--- src/rtl/tlc_sout_capture.sv ---
`default_nettype none
// ============================================================================
// Module   : tlc_sout_capture
// Brief    : Monitors SCLK/LAT/SDO of a TLC data lane, reassembles each latched
//            word, classifies it, checks control words and keeps frame stats.
// Revision : 1.0 - initial release
// ============================================================================
module tlc_sout_capture #(
  parameter int LATCH_SIZE  = 769,
  parameter int SYNC_STAGES = 2,
  parameter int CNT_W       = 16,
  localparam int c_BC_W     = $clog2(LATCH_SIZE + 2)
) (
  input  logic                  CLK_10M,
  input  logic                  RESET,
  input  logic                  SCLK_IN,
  input  logic                  LAT_IN,
  input  logic                  SDI,
  input  logic [LATCH_SIZE-1:0] EXP_CTRL,
  output logic [LATCH_SIZE-1:0] FRAME_DATA,
  output logic                  FRAME_VALID,
  output logic                  FRAME_IS_CTRL,
  output logic                  CTRL_MATCH,
  output logic                  FRAME_ERR,
  output logic [c_BC_W-1:0]     BIT_COUNT,
  output logic [CNT_W-1:0]      CTRL_FRAMES,
  output logic [CNT_W-1:0]      GS_FRAMES,
  output logic [CNT_W-1:0]      ERR_FRAMES
);

  typedef enum logic [1:0] {
    S_IDLE  = 2'd0,
    S_SHIFT = 2'd1,
    S_CLOSE = 2'd2
  } state_t;

  localparam logic [c_BC_W-1:0] c_CNT_MAX = c_BC_W'(LATCH_SIZE + 1);
  localparam logic [c_BC_W-1:0] c_CNT_OK  = c_BC_W'(LATCH_SIZE);

  logic w_sclk, w_lat, w_sdi;

  // All three inputs share the same chain depth so bit/clock alignment holds.
  if (SYNC_STAGES > 0) begin : g_sync
    logic [SYNC_STAGES-1:0] r_sclk_s, r_lat_s, r_sdi_s;
    always_ff @(posedge CLK_10M) begin
      if (RESET) begin
        r_sclk_s <= '0;
        r_lat_s  <= '0;
        r_sdi_s  <= '0;
      end else begin
        r_sclk_s[0] <= SCLK_IN;
        r_lat_s[0]  <= LAT_IN;
        r_sdi_s[0]  <= SDI;
        for (int i = 1; i < SYNC_STAGES; i++) begin
          r_sclk_s[i] <= r_sclk_s[i-1];
          r_lat_s[i]  <= r_lat_s[i-1];
          r_sdi_s[i]  <= r_sdi_s[i-1];
        end
      end
    end
    assign w_sclk = r_sclk_s[SYNC_STAGES-1];
    assign w_lat  = r_lat_s[SYNC_STAGES-1];
    assign w_sdi  = r_sdi_s[SYNC_STAGES-1];
  end else begin : g_nosync
    assign w_sclk = SCLK_IN;
    assign w_lat  = LAT_IN;
    assign w_sdi  = SDI;
  end

  state_t                r_state;
  logic                  r_sclk_prev, r_lat_prev;
  logic [LATCH_SIZE-1:0] r_shreg;
  logic [c_BC_W-1:0]     r_bitcnt;

  logic                  w_sclk_rise, w_lat_rise, w_close, w_err, w_is_ctrl;
  logic [LATCH_SIZE-1:0] w_shreg_nxt;
  logic [c_BC_W-1:0]     w_bitcnt_nxt;

  assign w_sclk_rise = w_sclk & ~r_sclk_prev;
  assign w_lat_rise  = w_lat & ~r_lat_prev;

  // A bit arriving with the latch edge belongs to the frame being closed.
  assign w_shreg_nxt  = w_sclk_rise ? {r_shreg[LATCH_SIZE-2:0], w_sdi} : r_shreg;
  assign w_bitcnt_nxt = !w_sclk_rise            ? r_bitcnt :
                        (r_bitcnt == c_CNT_MAX) ? r_bitcnt :
                                                  r_bitcnt + c_BC_W'(1);

  // An empty latch (no bits seen) never closes a frame.
  assign w_close   = w_lat_rise && (r_state != S_CLOSE) && (w_bitcnt_nxt != '0);
  assign w_err     = (w_bitcnt_nxt != c_CNT_OK);
  assign w_is_ctrl = w_shreg_nxt[LATCH_SIZE-1];

  always_ff @(posedge CLK_10M) begin
    if (RESET) begin
      r_state       <= S_IDLE;
      r_sclk_prev   <= 1'b0;
      r_lat_prev    <= 1'b0;
      r_shreg       <= '0;
      r_bitcnt      <= '0;
      FRAME_DATA    <= '0;
      FRAME_VALID   <= 1'b0;
      FRAME_IS_CTRL <= 1'b0;
      CTRL_MATCH    <= 1'b0;
      FRAME_ERR     <= 1'b0;
      BIT_COUNT     <= '0;
      CTRL_FRAMES   <= '0;
      GS_FRAMES     <= '0;
      ERR_FRAMES    <= '0;
    end else begin
      r_sclk_prev <= w_sclk;
      r_lat_prev  <= w_lat;
      FRAME_VALID <= 1'b0;
      if (w_close) begin
        // Results are registered on entry so they are valid during CLOSE.
        FRAME_DATA    <= w_shreg_nxt;
        BIT_COUNT     <= w_bitcnt_nxt;
        FRAME_VALID   <= 1'b1;
        FRAME_IS_CTRL <= w_is_ctrl;
        FRAME_ERR     <= w_err;
        CTRL_MATCH    <= !w_err && w_is_ctrl && (w_shreg_nxt == EXP_CTRL);
        if (w_err) begin
          if (ERR_FRAMES != {CNT_W{1'b1}}) ERR_FRAMES <= ERR_FRAMES + CNT_W'(1);
        end else if (w_is_ctrl) begin
          if (CTRL_FRAMES != {CNT_W{1'b1}}) CTRL_FRAMES <= CTRL_FRAMES + CNT_W'(1);
        end else begin
          if (GS_FRAMES != {CNT_W{1'b1}}) GS_FRAMES <= GS_FRAMES + CNT_W'(1);
        end
        r_shreg  <= '0;
        r_bitcnt <= '0;
        r_state  <= S_CLOSE;
      end else begin
        r_shreg  <= w_shreg_nxt;
        r_bitcnt <= w_bitcnt_nxt;
        r_state  <= (w_bitcnt_nxt != '0) ? S_SHIFT : S_IDLE;
      end
    end
  end

endmodule
`default_nettype wire
--- config.mk ---
export PLATFORM = sky130hd
export DESIGN_NAME = tlc_sout_capture
export DESIGN_NICKNAME = d
export VERILOG_FILES = /design/src/rtl/tlc_sout_capture.sv
export SDC_FILE = /design/constraint.sdc
export NUM_CORES = 2
export LEC_CHECK = 0
export ABC_AREA = 1
export CAP_MARGIN = 20
export CORE_AREA = 2 2 622 624
export CTS_CLUSTER_DIAMETER = 200
export DETAILED_ROUTE_END_ITERATION = 10
export DIE_AREA = 0 0 624 626
export PLACE_DENSITY = 0.44
export SLEW_MARGIN = 20
export SYNTH_ARGS = -nofsm -noshare
export SYNTH_HDL_FRONTEND = slang
export SYNTH_SLANG_ARGS = --single-unit
--- constraint.sdc ---
create_clock -name CLK_10M -period 2.75 [get_ports CLK_10M]
set_input_delay 0.275 -clock CLK_10M [delete_from_list [all_inputs] [get_ports CLK_10M]]
set_output_delay 0.275 -clock CLK_10M [all_outputs]
set_load 0.02 [all_outputs]
==> impl_metrics.csv <==
group,metric,value,unit
outcome,status,"finished, violations left",
outcome,violations,"setup timing",
yosys,netlist_area,74200,µm²
detailed_routing,wl_met1,224000,µm
power_and_ir_drop,combPwrFrac,0.180,
detailed_routing,first_pass_iters,7,
worst_setup_path,critical_path.max_fanout,21,
yosys,ys_ff_latch,1618,
place,preCtsSetupSlack,-1.11,ns
clocking,root_buffer,"clkbuf_16",
yosys,synth_nets,12200,
final_layout,multi_input_area,35300,µm²
power_and_ir_drop,vdd_ir_drop_max,0.000522,V
timing,finalSetupViolations,1372,
detailed_routing,wl_met2,269000,µm
timing,rsz0062_at_grt,"true",
power_and_ir_drop,pwr-share-seq,0.369,
power_and_ir_drop,switchingPower,19.4,mW
timing,min_period_over_period,1.15,
timing,timing.final.ws_setup,-0.406,ns
worst_setup_path,worst_setup_path_end_kind,"flop",
floorplanning,dieHeight,626,µm
worst_setup_path,worst_setup_path_start_kind,"flop",
detailed_routing,drtIter0Drc,6160,
timing,tightest_slew,0.867,ns
place,hpwl,471000,µm
yosys,synthCells,11400,
worst_setup_path,worstSetupPathType,"flop to flop",
global_routing,grt_max_degree,91,
timing,hold_viol,0,
floorplanning,die_w,624,µm
detailed_routing,top_layer_used,"met5",
detailed_routing,wl_met3,33600,µm
place,portBuffers,1604,
detailed_routing,dr_total_vias,84800,
clocking,clock_latency,0.95,ns
final_layout,layout-drive-gt1-share,0.147,
final_layout,nNetsFinal,15100,
final_layout,utilization,0.311,
yosys,ys_warn_count,0,
timing,whs,0.367,ns
power_and_ir_drop,p_int,46.2,mW
timing,max_freq,0.317,GHz
worst_setup_path,cp.arrival,3.98,ns
global_routing,grt_pass1_wl,710000,µm
place,place_congestion,0.942,
clocking,cts_inserted_buffers,208,
final_layout,syn_to_final_growth,60.8,%
detailed_routing,drc_errors,0,
power_and_ir_drop,swShare,0.296,
clocking,clkTransAtPathRegs,0.07,ns
power_and_ir_drop,leakagePower,51.4,nW
worst_setup_path,required,3.57,ns
clocking,cts_tree,"built",
final_layout,fillers,41800,
floorplanning,ios,1605,
detailed_routing,routedWlPerCell,28.4,µm
detailed_routing,vias_per_cell,4.31,
floorplanning,core_region_area,384000,µm²
global_routing,grt_pass1_vias,78500,
clocking,h-tree-depth,4,
timing,drv_slew,0,
global_routing,antenna_found_initial,276,
final_layout,seq_area,32400,µm²
global_routing,grtUsageTotal,0.271,
yosys,synth_cell_type_count,36,
floorplanning,initial_core_util,0.193,
power_and_ir_drop,pwr-share-clk,0.451,
yosys,avgSynthCellArea,6.51,µm²
flow_run,drv_cap,0,
hold_path,hp-class,"input pin to flop",
timing,slew_headroom,0.420,
clocking,clkSinkCount,1618,
timing,finClkSkew,0.0875,ns
floorplanning,rows,228,
yosys,ys_seq_area_frac,0.437,
timing,period_needed,3.16,ns
power_and_ir_drop,powerDensity,550,nW/µm²
clocking,clock_path_buffers,4,
floorplanning,die_area,391000,µm²
detailed_routing,ant_nets,0,
global_routing,gr-total-overflow,0,
detailed_routing,drt_wl_total,558000,µm
flip-flops by register name, summed over array words and instances (netlist names):
| register | flops |
|---|---|
| FRAME_DATA | 769 |
| r_shreg | 769 |
| CTRL_FRAMES | 16 |
| ERR_FRAMES | 16 |
| GS_FRAMES | 16 |
| BIT_COUNT | 10 |
| r_bitcnt | 10 |
| g_sync.r_lat_s | 2 |
| g_sync.r_sclk_s | 2 |
| g_sync.r_sdi_s | 2 |
| CTRL_MATCH | 1 |
| FRAME_ERR | 1 |
| FRAME_VALID | 1 |
| r_lat_prev | 1 |
| r_sclk_prev | 1 |
| r_state | 1 |
cell usage in the layout (no fill, tap or decap), drive strengths merged, types with 87 or more instances in the layout:
cell           count
xor2              92
inv             1242
nand3            553
diode             98
buf             1613
o211ai            87
dfxtp           1618
o21ai            990
nand2           4480
nor2            1307
clkdlybuf4s50   1602
nand3b           424
clkbuf           308
metrics by stage:
| stage | cells | cell area, µm² | total power [mW] | setup TNS, ns |
|---|---|---|---|---|
| after floorplan | 11400 | 74200 | 28.3 | 0 |
| after global placement | 19100 | 110000 | 36.3 | -302.73 |
| after detailed placement | 19100 | 110000 | 36.3 | -309.67 |
| after CTS | 19500 | 118000 | 66.2 | -233.54 |
| after global routing | 19600 | 119000 | 67.8 | -559.51 |
| final | 19700 | 119000 | 65.6 | -215.47 |
per-layer routing:
layer / track usage / up-vias
met5: 0 / -
met1: 0.316 / 39700
li1: - / 41300
met3: 0.0554 / 908
met4: 0.137 / 116
met2: 0.468 / 2750
cells by family after synthesis:
logic type               after synthesis  synth area share
flip-flops                          1618             0.437
XOR/XNOR                             107            0.0126
buffers and inverters               1737            0.0946
AND/OR/NAND/NOR                     6796             0.376
adder cells (fa/ha/maj)                5          0.000843
AO/OA/AOI/OAI                       1128            0.0792
worst paths after layout:
check	startpoint	end	slack, ns	cells past startpoint
setup / recovery	r_sclk_prev$_SDFF_PP0_	CTRL_MATCH$_SDFFE_PP0N_	-0.41	19
hold / removal	RESET	GS_FRAMES[15]$_SDFFE_PP0P_	0.37	3
setup reg to reg	r_sclk_prev$_SDFF_PP0_	CTRL_MATCH$_SDFFE_PP0N_	-0.41	19
hold reg to reg	g_sync.r_lat_s[0]$_SDFF_PP0_	g_sync.r_lat_s[1]$_SDFF_PP0_	0.41	2
cells in the mapped netlist, drive strengths merged:
| master | count | area (µm²) |
|---|---|---|
| dfxtp | 1618 | 32400 |
| clkinv | 1 | 5.00 |
| ha | 5 | 62.6 |
| nor3 | 15 | 80.1 |
| nand3b | 424 | 3180 |
| a21oi | 46 | 230 |
| buf | 332 | 1740 |
| o211ai | 87 | 653 |
| a211oi | 1 | 7.51 |
| xnor2 | 15 | 131 |
| o21ai | 990 | 4950 |
| a31oi | 2 | 12.5 |
| a22o | 1 | 8.76 |
| o22ai | 1 | 6.26 |
| xor2 | 92 | 806 |
| or2 | 3 | 18.8 |
| nor4 | 7 | 43.8 |
| nand2 | 4479 | 16800 |
| inv | 1231 | 4620 |
| nand4 | 7 | 43.8 |
| nand3 | 553 | 2770 |
| clkbuf | 173 | 651 |
| nor2 | 1307 | 4920 |
| and2 | 1 | 6.26 |
power groups by stage:
stage | clock network, mW | logic [mW] | registers (mW)
finish | 29.6 | 11.8 | 24.2
global route | 31.0 | 12.5 | 24.3
CTS | 30.2 | 11.8 | 24.2
detailed placement | 0 | 11.6 | 24.7
global placement | 0 | 11.6 | 24.7
floorplan | 0 | 3.63 | 24.7
layout make-up:
class / count / share of cell area
repair inverters: 2 / 0.000231
clock inverters: 88 / 0.0101
repair buffers: 3245 / 0.278
diodes: 98 / 0.00206
flip-flops and latches: 1618 / 0.272
multi-input cells: 8037 / 0.296
clock buffers: 288 / 0.0499
well taps: 5060 / 0.0531
inverters: 1232 / 0.0390
worst max-delay path: stages, from the launching register on:
cell	delay (ns)
dfxtp_4	0.36
inv_8	0.07
nand2_8	0.13
buf_4	0.19
buf_12	0.14
buf_12	0.16
buf_4	0.19
o21ai_2	0.27
buf_12	0.20
o21ai_0	0.10
nor2_1	0.18
nand2_4	0.16
nor2_1	0.12
nand2_1	0.14
nor2_1	0.15
nand3_1	0.08
buf_4	0.13
nor2_1	0.10
nand3_1	0.08
nand2_1	0.07
repair_timing:
item	in CTS	in global routing
cloned	7	24
hold buffers	3	0
hold endpoints to repair	3	0
pin swaps	14	6
setup buffers	13	25
setup endpoints to repair	1524	1544
gates resized for setup	170	72
(Power assumes the default switching activity.)
